==> src/rtl/apb_pkg.sv <==
// Shared types and widths for the APB register completer.
package apb_pkg;
  localparam int APB_ADDR_W = 8;
  localparam int APB_DATA_W = 8;
  localparam logic [APB_DATA_W-1:0] APB_RESET_VAL = 8'h00;

  typedef enum logic [1:0] {
    IDLE,
    WAIT,
    READY
  } apb_state_t;
endpackage

==> src/rtl/apb_regfile.sv <==
// NUM_REGS x 8-bit register bank: one synchronous write port, one async read port.
// Out-of-range reads return zero and out-of-range writes are dropped.
module apb_regfile
  import apb_pkg::*;
#(
  parameter int NUM_REGS = 16,
  parameter logic [APB_DATA_W-1:0] RESET_VAL = APB_RESET_VAL
) (
  input  logic                  clk,
  input  logic                  rst_n,
  input  logic                  we,
  input  logic [APB_ADDR_W-1:0] waddr,
  input  logic [APB_DATA_W-1:0] wdata,
  input  logic [APB_ADDR_W-1:0] raddr,
  output logic [APB_DATA_W-1:0] rdata,
  output logic [APB_DATA_W-1:0] reg0
);
  localparam int IDX_W = (NUM_REGS > 1) ? $clog2(NUM_REGS) : 1;
  localparam logic [APB_ADDR_W:0] LIMIT = (APB_ADDR_W + 1)'(NUM_REGS);

  logic [APB_DATA_W-1:0] mem [NUM_REGS];
  logic                  w_ok;
  logic                  r_ok;

  assign w_ok = ({1'b0, waddr} < LIMIT);
  assign r_ok = ({1'b0, raddr} < LIMIT);

  always_ff @(posedge clk or negedge rst_n) begin
    if (!rst_n) begin
      for (int i = 0; i < NUM_REGS; i++) mem[i] <= RESET_VAL;
    end else if (we && w_ok) begin
      mem[waddr[IDX_W-1:0]] <= wdata;
    end
  end

  assign rdata = r_ok ? mem[raddr[IDX_W-1:0]] : '0;
  assign reg0  = mem[0];
endmodule

==> src/rtl/apb_reg_slave.sv <==
// APB completer with a small register bank and WAIT_CYCLES wait states per access.
// Optional macro APB_SLVERR_EN adds pslverr for out-of-range addresses.
//
// state | meaning
// IDLE  | waiting for a setup phase; latches address/data/direction
// WAIT  | access phase with pready low, counting down wait states
// READY | pready high for one cycle; write commits at the closing edge
module apb_reg_slave
  import apb_pkg::*;
#(
  parameter int NUM_REGS    = 16,
  parameter int WAIT_CYCLES = 1,
  parameter logic [APB_DATA_W-1:0] RESET_VAL = APB_RESET_VAL
) (
  input  logic                  pclk,
  input  logic                  presetn,
  input  logic                  psel,
  input  logic                  penable,
  input  logic                  pwrite,
  input  logic [APB_ADDR_W-1:0] paddr,
  input  logic [APB_DATA_W-1:0] pwdata,
  output logic                  pready,
  output logic [APB_DATA_W-1:0] prdata,
  output logic [APB_DATA_W-1:0] ctrl_out
`ifdef APB_SLVERR_EN
  ,
  output logic                  pslverr
`endif
);
  localparam logic [3:0] WAIT_LOAD = (WAIT_CYCLES == 0) ? 4'd0 : 4'(WAIT_CYCLES - 1);
  localparam logic [APB_ADDR_W:0] LIMIT = (APB_ADDR_W + 1)'(NUM_REGS);

  apb_state_t            state_q, state_d;
  logic [3:0]            cnt_q, cnt_d;
  logic [APB_ADDR_W-1:0] addr_q, addr_d;
  logic                  write_q, write_d;
  logic [APB_DATA_W-1:0] wdata_q, wdata_d;
  logic                  pready_d;
  logic [APB_DATA_W-1:0] prdata_d;
  logic [APB_ADDR_W-1:0] rd_addr;
  logic [APB_DATA_W-1:0] rd_data;
  logic                  rd_in_range;
  logic                  we;

  // Read port looks at the live bus in IDLE so zero-wait reads load prdata at setup.
  assign rd_addr     = (state_q == IDLE) ? paddr : addr_q;
  assign rd_in_range = ({1'b0, rd_addr} < LIMIT);
  assign we          = (state_q == READY) && psel && penable && write_q && rd_in_range;

  apb_regfile #(
    .NUM_REGS  (NUM_REGS),
    .RESET_VAL (RESET_VAL)
  ) u_regfile (
    .clk   (pclk),
    .rst_n (presetn),
    .we    (we),
    .waddr (addr_q),
    .wdata (wdata_q),
    .raddr (rd_addr),
    .rdata (rd_data),
    .reg0  (ctrl_out)
  );

  always_comb begin
    state_d  = state_q;
    cnt_d    = cnt_q;
    addr_d   = addr_q;
    write_d  = write_q;
    wdata_d  = wdata_q;
    pready_d = 1'b0;
    prdata_d = prdata;
    case (state_q)
      IDLE: begin
        if (psel && !penable) begin
          addr_d  = paddr;
          write_d = pwrite;
          wdata_d = pwdata;
          if (WAIT_CYCLES == 0) begin
            state_d  = READY;
            pready_d = 1'b1;
            if (!pwrite) prdata_d = rd_data;
          end else begin
            cnt_d   = WAIT_LOAD;
            state_d = WAIT;
          end
        end
      end
      WAIT: begin
        if (!psel) begin
          state_d = IDLE;
        end else if (cnt_q == 4'd0) begin
          state_d  = READY;
          pready_d = 1'b1;
          if (!write_q) prdata_d = rd_data;
        end else begin
          cnt_d = cnt_q - 4'd1;
        end
      end
      READY: state_d = IDLE;
      default: state_d = IDLE;
    endcase
  end

  always_ff @(posedge pclk or negedge presetn) begin
    if (!presetn) begin
      state_q <= IDLE;
      cnt_q   <= '0;
      addr_q  <= '0;
      write_q <= 1'b0;
      wdata_q <= '0;
      pready  <= 1'b0;
      prdata  <= '0;
    end else begin
      state_q <= state_d;
      cnt_q   <= cnt_d;
      addr_q  <= addr_d;
      write_q <= write_d;
      wdata_q <= wdata_d;
      pready  <= pready_d;
      prdata  <= prdata_d;
    end
  end

`ifdef APB_SLVERR_EN
  always_ff @(posedge pclk or negedge presetn) begin
    if (!presetn) pslverr <= 1'b0;
    else          pslverr <= pready_d && !rd_in_range;
  end
`endif
endmodule

==> config.mk <==
export PLATFORM = sky130hd
export DESIGN_NAME = apb_reg_slave
export DESIGN_NICKNAME = d
export VERILOG_FILES = /design/src/rtl/apb_pkg.sv /design/src/rtl/apb_regfile.sv /design/src/rtl/apb_reg_slave.sv
export SDC_FILE = /design/constraint.sdc
export NUM_CORES = 1
export LEC_CHECK = 0
export CAP_MARGIN = 20
export CORE_UTILIZATION = 44
export CTS_BUF_LIST = sky130_fd_sc_hd__clkbuf_2 sky130_fd_sc_hd__clkbuf_4 sky130_fd_sc_hd__clkbuf_8
export CTS_CLUSTER_SIZE = 16
export DETAILED_ROUTE_END_ITERATION = 8
export PLACE_DENSITY = 0.65
export SKIP_CTS_REPAIR_TIMING = 1
export SYNTH_ARGS = -nofsm -noshare
export SYNTH_HDL_FRONTEND = slang
export SYNTH_SLANG_ARGS = --single-unit
export TNS_END_PERCENT = 1
==> constraint.sdc <==
create_clock -name pclk -period 2.05 [get_ports pclk]
set_input_delay 0.615 -clock pclk [delete_from_list [all_inputs] [get_ports pclk]]
set_output_delay 0.615 -clock pclk [all_outputs]
set_load 0.01 [all_outputs]
* Word-level counts from Yosys, hierarchy flattened
Index checks and enable logic that the tools add are counted.
** Operators by class
- Bitwise logic cells :: 3
- Div/mod/pow operators :: 0
- Add/sub/neg operators :: 1
- $lt $le $gt $ge :: 5
- $mul :: 0
- Eq/ne operators :: 6
- Shift-type cells :: 0
- Reduce and logical (&&, ||, !) cells :: 15
- Multiplexer cells :: 19
** Operators by type and width (number)
- $bwmux W128 :: 1
- $mux W8 :: 5
- $bmux W8 S4 :: 1
- $demux W8 S4 :: 1
- $lt A8 B5 Y1 const B :: 2
- $mux W4 :: 3
- $ge A5 B5 Y1 const B :: 2
- $not A4 Y5 :: 2
- $pmux W4 S2 :: 1
- $reduce_and A4 Y1 :: 2
- $logic_and A1 B1 Y1 :: 7
- $mux W2 :: 3
- $lt A5 B1 Y1 const B :: 1
- $logic_not A4 Y1 :: 1
- $ne A2 B2 Y1 const B :: 2
- $pmux W2 S2 :: 1
- $reduce_and A2 Y1 :: 2
- $sub A4 B1 Y4 const B :: 1
- $mux W1 :: 3
- $ne A3 B3 Y1 const B :: 1
- $eq A2 B1 Y1 const B :: 1
- $eq A2 B2 Y1 const B :: 1
- $logic_not A2 Y1 :: 1
- $ne A2 B1 Y1 const B :: 1
- 3 further kinds :: 3
** Word-level totals
- Bits in read-only memories :: 0
- Register bits :: 160
- Memory bits (writable) :: 0
- Input port bits :: 21
- Latch bits :: 0
- Memories kept :: 0

* Longest topological paths before layout
- Word-level depth :: 7
- Gate-level depth with buffers :: 10

* Modules after synthesis
From an unflattened synthesis, not the netlist that was laid out.
** Second synthesis, totals
- Cell total of the unflattened synthesis :: 494
- Area total of the unflattened synthesis :: 7400.8 µm²
** By module, submodules not included
- apb_regfile :: seq. area each 3203.1 µm², times used 1, cells each 397, area an instance 5994.5 µm²
- apb_reg_slave :: seq. area each 800.8 µm², times used 1, cells each 97, area an instance 1406.3 µm²

* Worst setup path after synthesis
OpenSTA, ideal clock, no wires.
- Kind :: input port to flip-flop
- Start point :: input port penable
- End point :: register u_regfile.mem[112] in the netlist's numbering
- Data required time :: 1925 ps
- Arrival :: 2082 ps
- Slack :: -156 ps
- Cell stages on the path :: 6
- Library setup time :: 125 ps
- Cells stage by stage :: and4b_1 -> nand3_1 -> or3_1 -> buf_2 -> nor3b_4 -> mux2_2
** Between the ends
- Longest elaborated chain between the ends :: 4
** RTL lines
- from (decl) :: RTL line apb_reg_slave.sv:18 : input logic penable,
- $logic_and A1 B1 Y1 (3 in a row) :: RTL line apb_reg_slave.sv:48 : assign we = (state_q == READY) && psel && penable && write_q && rd_in_range;
- $logic_and A1 B1 Y1 :: RTL line apb_regfile.sv:31 : end else if (we && w_ok) begin
- to (signal, indexed assignment) :: RTL line apb_regfile.sv:32 : mem[waddr[IDX_W-1:0]] <= wdata;
- to (decl) :: RTL line apb_regfile.sv:21 : logic [APB_DATA_W-1:0] mem [NUM_REGS];
No other way between the ends.
A chain may end at the register's enable or synchronous reset.

* Final worst setup path
- Start point :: register addr_q[4]
- End point :: register u_regfile.mem[105] in the netlist's numbering
** Between the ends
- Longest elaborated chain between the ends :: 4
- Elaborated cells between the ends (all ways) :: 5
- Classes of those cells :: 2 x order compare; 1 x mux; 2 x reduce/logical
** RTL lines
- from (decl) :: RTL line apb_reg_slave.sv:35 : logic [APB_ADDR_W-1:0] addr_q, addr_d;
- from (signal assigned) :: RTL line apb_reg_slave.sv:116 : addr_q <= addr_d;
- $mux W8 :: RTL line apb_reg_slave.sv:46 : assign rd_addr = (state_q == IDLE) ? paddr : addr_q;
- $lt A8 B5 Y1 :: RTL line apb_reg_slave.sv:47 : assign rd_in_range = ({1'b0, rd_addr} < LIMIT);
- $logic_and A1 B1 Y1 :: RTL line apb_reg_slave.sv:48
- $logic_and A1 B1 Y1 * :: RTL line apb_regfile.sv:31
Every way passes the cells marked *; elsewhere a longest branch is shown, timed or not.

==> results.md <==
- Status: complete, but fails checks
- Failing checks: setup timing
- Synth top area cells: dfrtp_1, mux2_2, nand2_1
- Crit path launch type: register
- Setup crit end kind: register
- Pwr per Cell Area: ~740 mW/mm²
- GR Util All Layers: ~22%
- Seq/Total Area, Yosys: between 50% and 60%
- Avg WL per Cell: around 19 µm
- Routability cong.: approximately 0.83
- Synth Net Count: between 600 and 700
- Antenna-violating nets left: 0
- Cell taking the most area after synthesis: dfrtp_1
- Die W: between 100 and 150 µm
- Post-synth EDFFs: 0
- Clock Sinks: 160
- Pleak: 4.38 nW
- FFs w/ async S/R, synth: between 90% and 100%
- Initial DRT Pass Iterations: 4
- Slowest CP cell: or3_4
- Fin cells: 919
- Via count: 5,092
- Cts bufs inserted: 17
- CTS tree: built
- Vias/cell: around 5.5
- WS Path Type: register to register
- Critical Path Fanout Max: 8
- Core area: about 0.016 mm²
- CTS clock-pin slew for the worst setup and hold paths: 80 ps
- CTS root buffer: clkbuf_8
- Initial Util: a little under half
- Gr ovfl total: 0
- Post-DP HPWL: around 12 mm
- CP required: ~2400 ps
- HP Class: input pin to asynchronous set/reset pin
- Max-slew headroom: 53.4%
- Post-synthesis cell area: about 0.0073 mm²
- Final Hold Fails: 0
- Count leader, synth: dfrtp_1
- Final setup vio count: 32
- Total detailed-routing wirelength: approximately 18 mm
- Peak VDD IR: roughly 460 µV
- Row count: 46
- Worst setup margin: -94.3 ps
- Worst EP arrival: around 2500 ps
- Setup Skew: between 10 and 15 ps
- Synth cell count leaders: dfrtp_1, mux2_2, nand2_1, nand3_1, clkbuf_1
- Post-synth top flop: dfrtp_1
- Synth unique cells: 38
- Yosys warns: 0
- I/O Pins: 38
- Mapped Cells: ~610
- Initial DRC Count: about 290
- Vias in the first global route: approximately 5,400
- CP peak stage delay: between 400 and 500 ps
- Diodes inserted: 0
- Filler Cell Count: 1,294
- Final min period: roughly 2100 ps
- Drt drc: 0
- Antenna violations before repair: 0
- Peak Freq: between 0.4 and 0.5 GHz
- Layout cells sized above 1: a little under two fifths
- H-tree level count: 4
- Unrepaired setup endpoints after global routing: true
- Clock latency on the worst-skew pair: between 400 and 500 ps
- Final net count: around 700
- Pin count of the biggest net entering global routing: 58
- Critical path cell sequence: nor4_4 -> nand3_2 -> or3_4 -> nor3b_4 -> buf_6 -> mux2_4
- Placed cell area: roughly 0.0084 mm²
- Worst Max-Slew Pin Slew: 699 ps
- Syn-to-layout area delta: 24.5%
- Setup_tns: -1790 ps
- Yosys reg bits: 160
- Die height: 131 µm
- Die area: roughly 0.017 mm²
- Post-synth top area share: 54.7%
- Dpl cells: roughly 880
- Max-slew violations: 0
- Final core occ: a little under three fifths
- Fin crit share: 105%
- Global-route wire length before repair: around 28 mm
- Avg Cell Area, Syn: 12.0 µm²
- Clock Tree Buf Depth: 2
- IO buf count: 37
- Maxcap violations: 0
- Finished Cell Area: between 0.009 and 0.01 mm²
-- registers in the layout, summed over array words and instances, names as in the netlist --
name and cells:
cnt_q 4, wdata_q 8, u_regfile.reg0 8, pready 1, u_regfile.mem 120, state_q 2
addr_q 8, write_q 1, prdata 8
-- critical path, delay by kind of cell, from the launching register on --
family	cells	cell delay (ps)
AND/OR/NAND/NOR	4	1110
multiplexers	1	320
flip-flops	1	420
buffers and inverters	1	180
-- placed cells by master (no fill, tap or decap), drive strengths merged, types with 3 or more instances in the layout --
| master | Yosys | final |
|---|---|---|
| clkinv | 0 | 3 |
| mux2i | 17 | 17 |
| nor3b | 5 | 5 |
| inv | 3 | 4 |
| buf | 18 | 65 |
| a32oi | 22 | 22 |
| nor2 | 10 | 10 |
| nand2b | 4 | 4 |
| nor4 | 3 | 3 |
| nand4 | 9 | 9 |
| mux2 | 146 | 146 |
| o21ai | 12 | 12 |
| nor3 | 3 | 3 |
| dfrtp | 160 | 160 |
| nand3 | 41 | 41 |
| clkbuf | 23 | 26 |
| nor2b | 3 | 3 |
| nand3b | 3 | 3 |
| dlymetal6s2s | 0 | 10 |
| clkdlybuf4s50 | 0 | 26 |
| or3 | 3 | 3 |
| nand2 | 114 | 114 |
-- report_power, final --
group	switching (mW)	internal, mW
Clock	1.12	1.25
Sequential	0.236	3.24
Combinational	0.454	0.405
Total	1.81	4.90
-- through the flow --
| step | power (mW) | hold slack (ps) | setup WS, ps |
|---|---|---|---|
| finish | 6.71 | 40.9 | -94.3 |
| global route | 7.01 | 31.6 | -169 |
| CTS | 6.71 | 23.3 | -244 |
| detailed placement | 4.33 | 483 | -730 |
| global placement | 4.31 | 479 | -698 |
| floorplan | 3.84 | 319 | -140 |
-- metal layers --
| layer | track usage [%] | wire [µm] | vias to the layer above |
|---|---|---|---|
| met5 | 0 | 0 | - |
| met1 | 28.8 | 7770 | 2617 |
| met3 | 4.28 | 882 | 24 |
| li1 | - | - | 2323 |
| met4 | 7.71 | 286 | 0 |
| met2 | 38.0 | 8790 | 128 |
-- layout make-up --
class / instances / area, µm² / share of cell area [%]
inverter: 3 / 11.3 / 0.124
timing repair buffer: 103 / 1180 / 12.9
clock inverter: 8 / 103 / 1.13
clock buffer: 24 / 312 / 3.42
tap: 216 / 270 / 2.97
multi-input combinational: 405 / 3230 / 35.4
sequential: 160 / 4000 / 44.0
-- worst paths after layout --
kind                                                     start                             end  slack (ps)  cells past startpoint
worst max register to register           addr_q[4]$_DFFE_PN0P_  u_regfile.mem[105]$_DFFE_PN0P_         -90                      6
worst min register to register  u_regfile.mem[117]$_DFFE_PN0P_  u_regfile.mem[117]$_DFFE_PN0P_         500                      1
min in group pclk               u_regfile.mem[117]$_DFFE_PN0P_  u_regfile.mem[117]$_DFFE_PN0P_         500                      1
worst min-delay path                                   presetn           addr_q[7]$_DFFE_PN0P_          40                      1
max in group asynchronous                              presetn  u_regfile.mem[100]$_DFFE_PN0P_        1400                      2
worst max-delay path                     addr_q[4]$_DFFE_PN0P_  u_regfile.mem[105]$_DFFE_PN0P_         -90                      6
-- cells by family (layout without fill, tap and decap cells) --
group | count (synthesis) | count (layout) | synth area share (%)
buffers and inverters | 44 | 138 | 2.91
AOI/OAI and AO/OA | 36 | 36 | 3.64
xor gates and xnor gates | 2 | 2 | 0.240
adders and majority gates | 1 | 1 | 0.171
muxes | 163 | 163 | 24.8
and+or+nand+nor | 203 | 203 | 13.5
DFF | 160 | 160 | 54.7
Note: power is estimated with default switching activity, not from simulation.
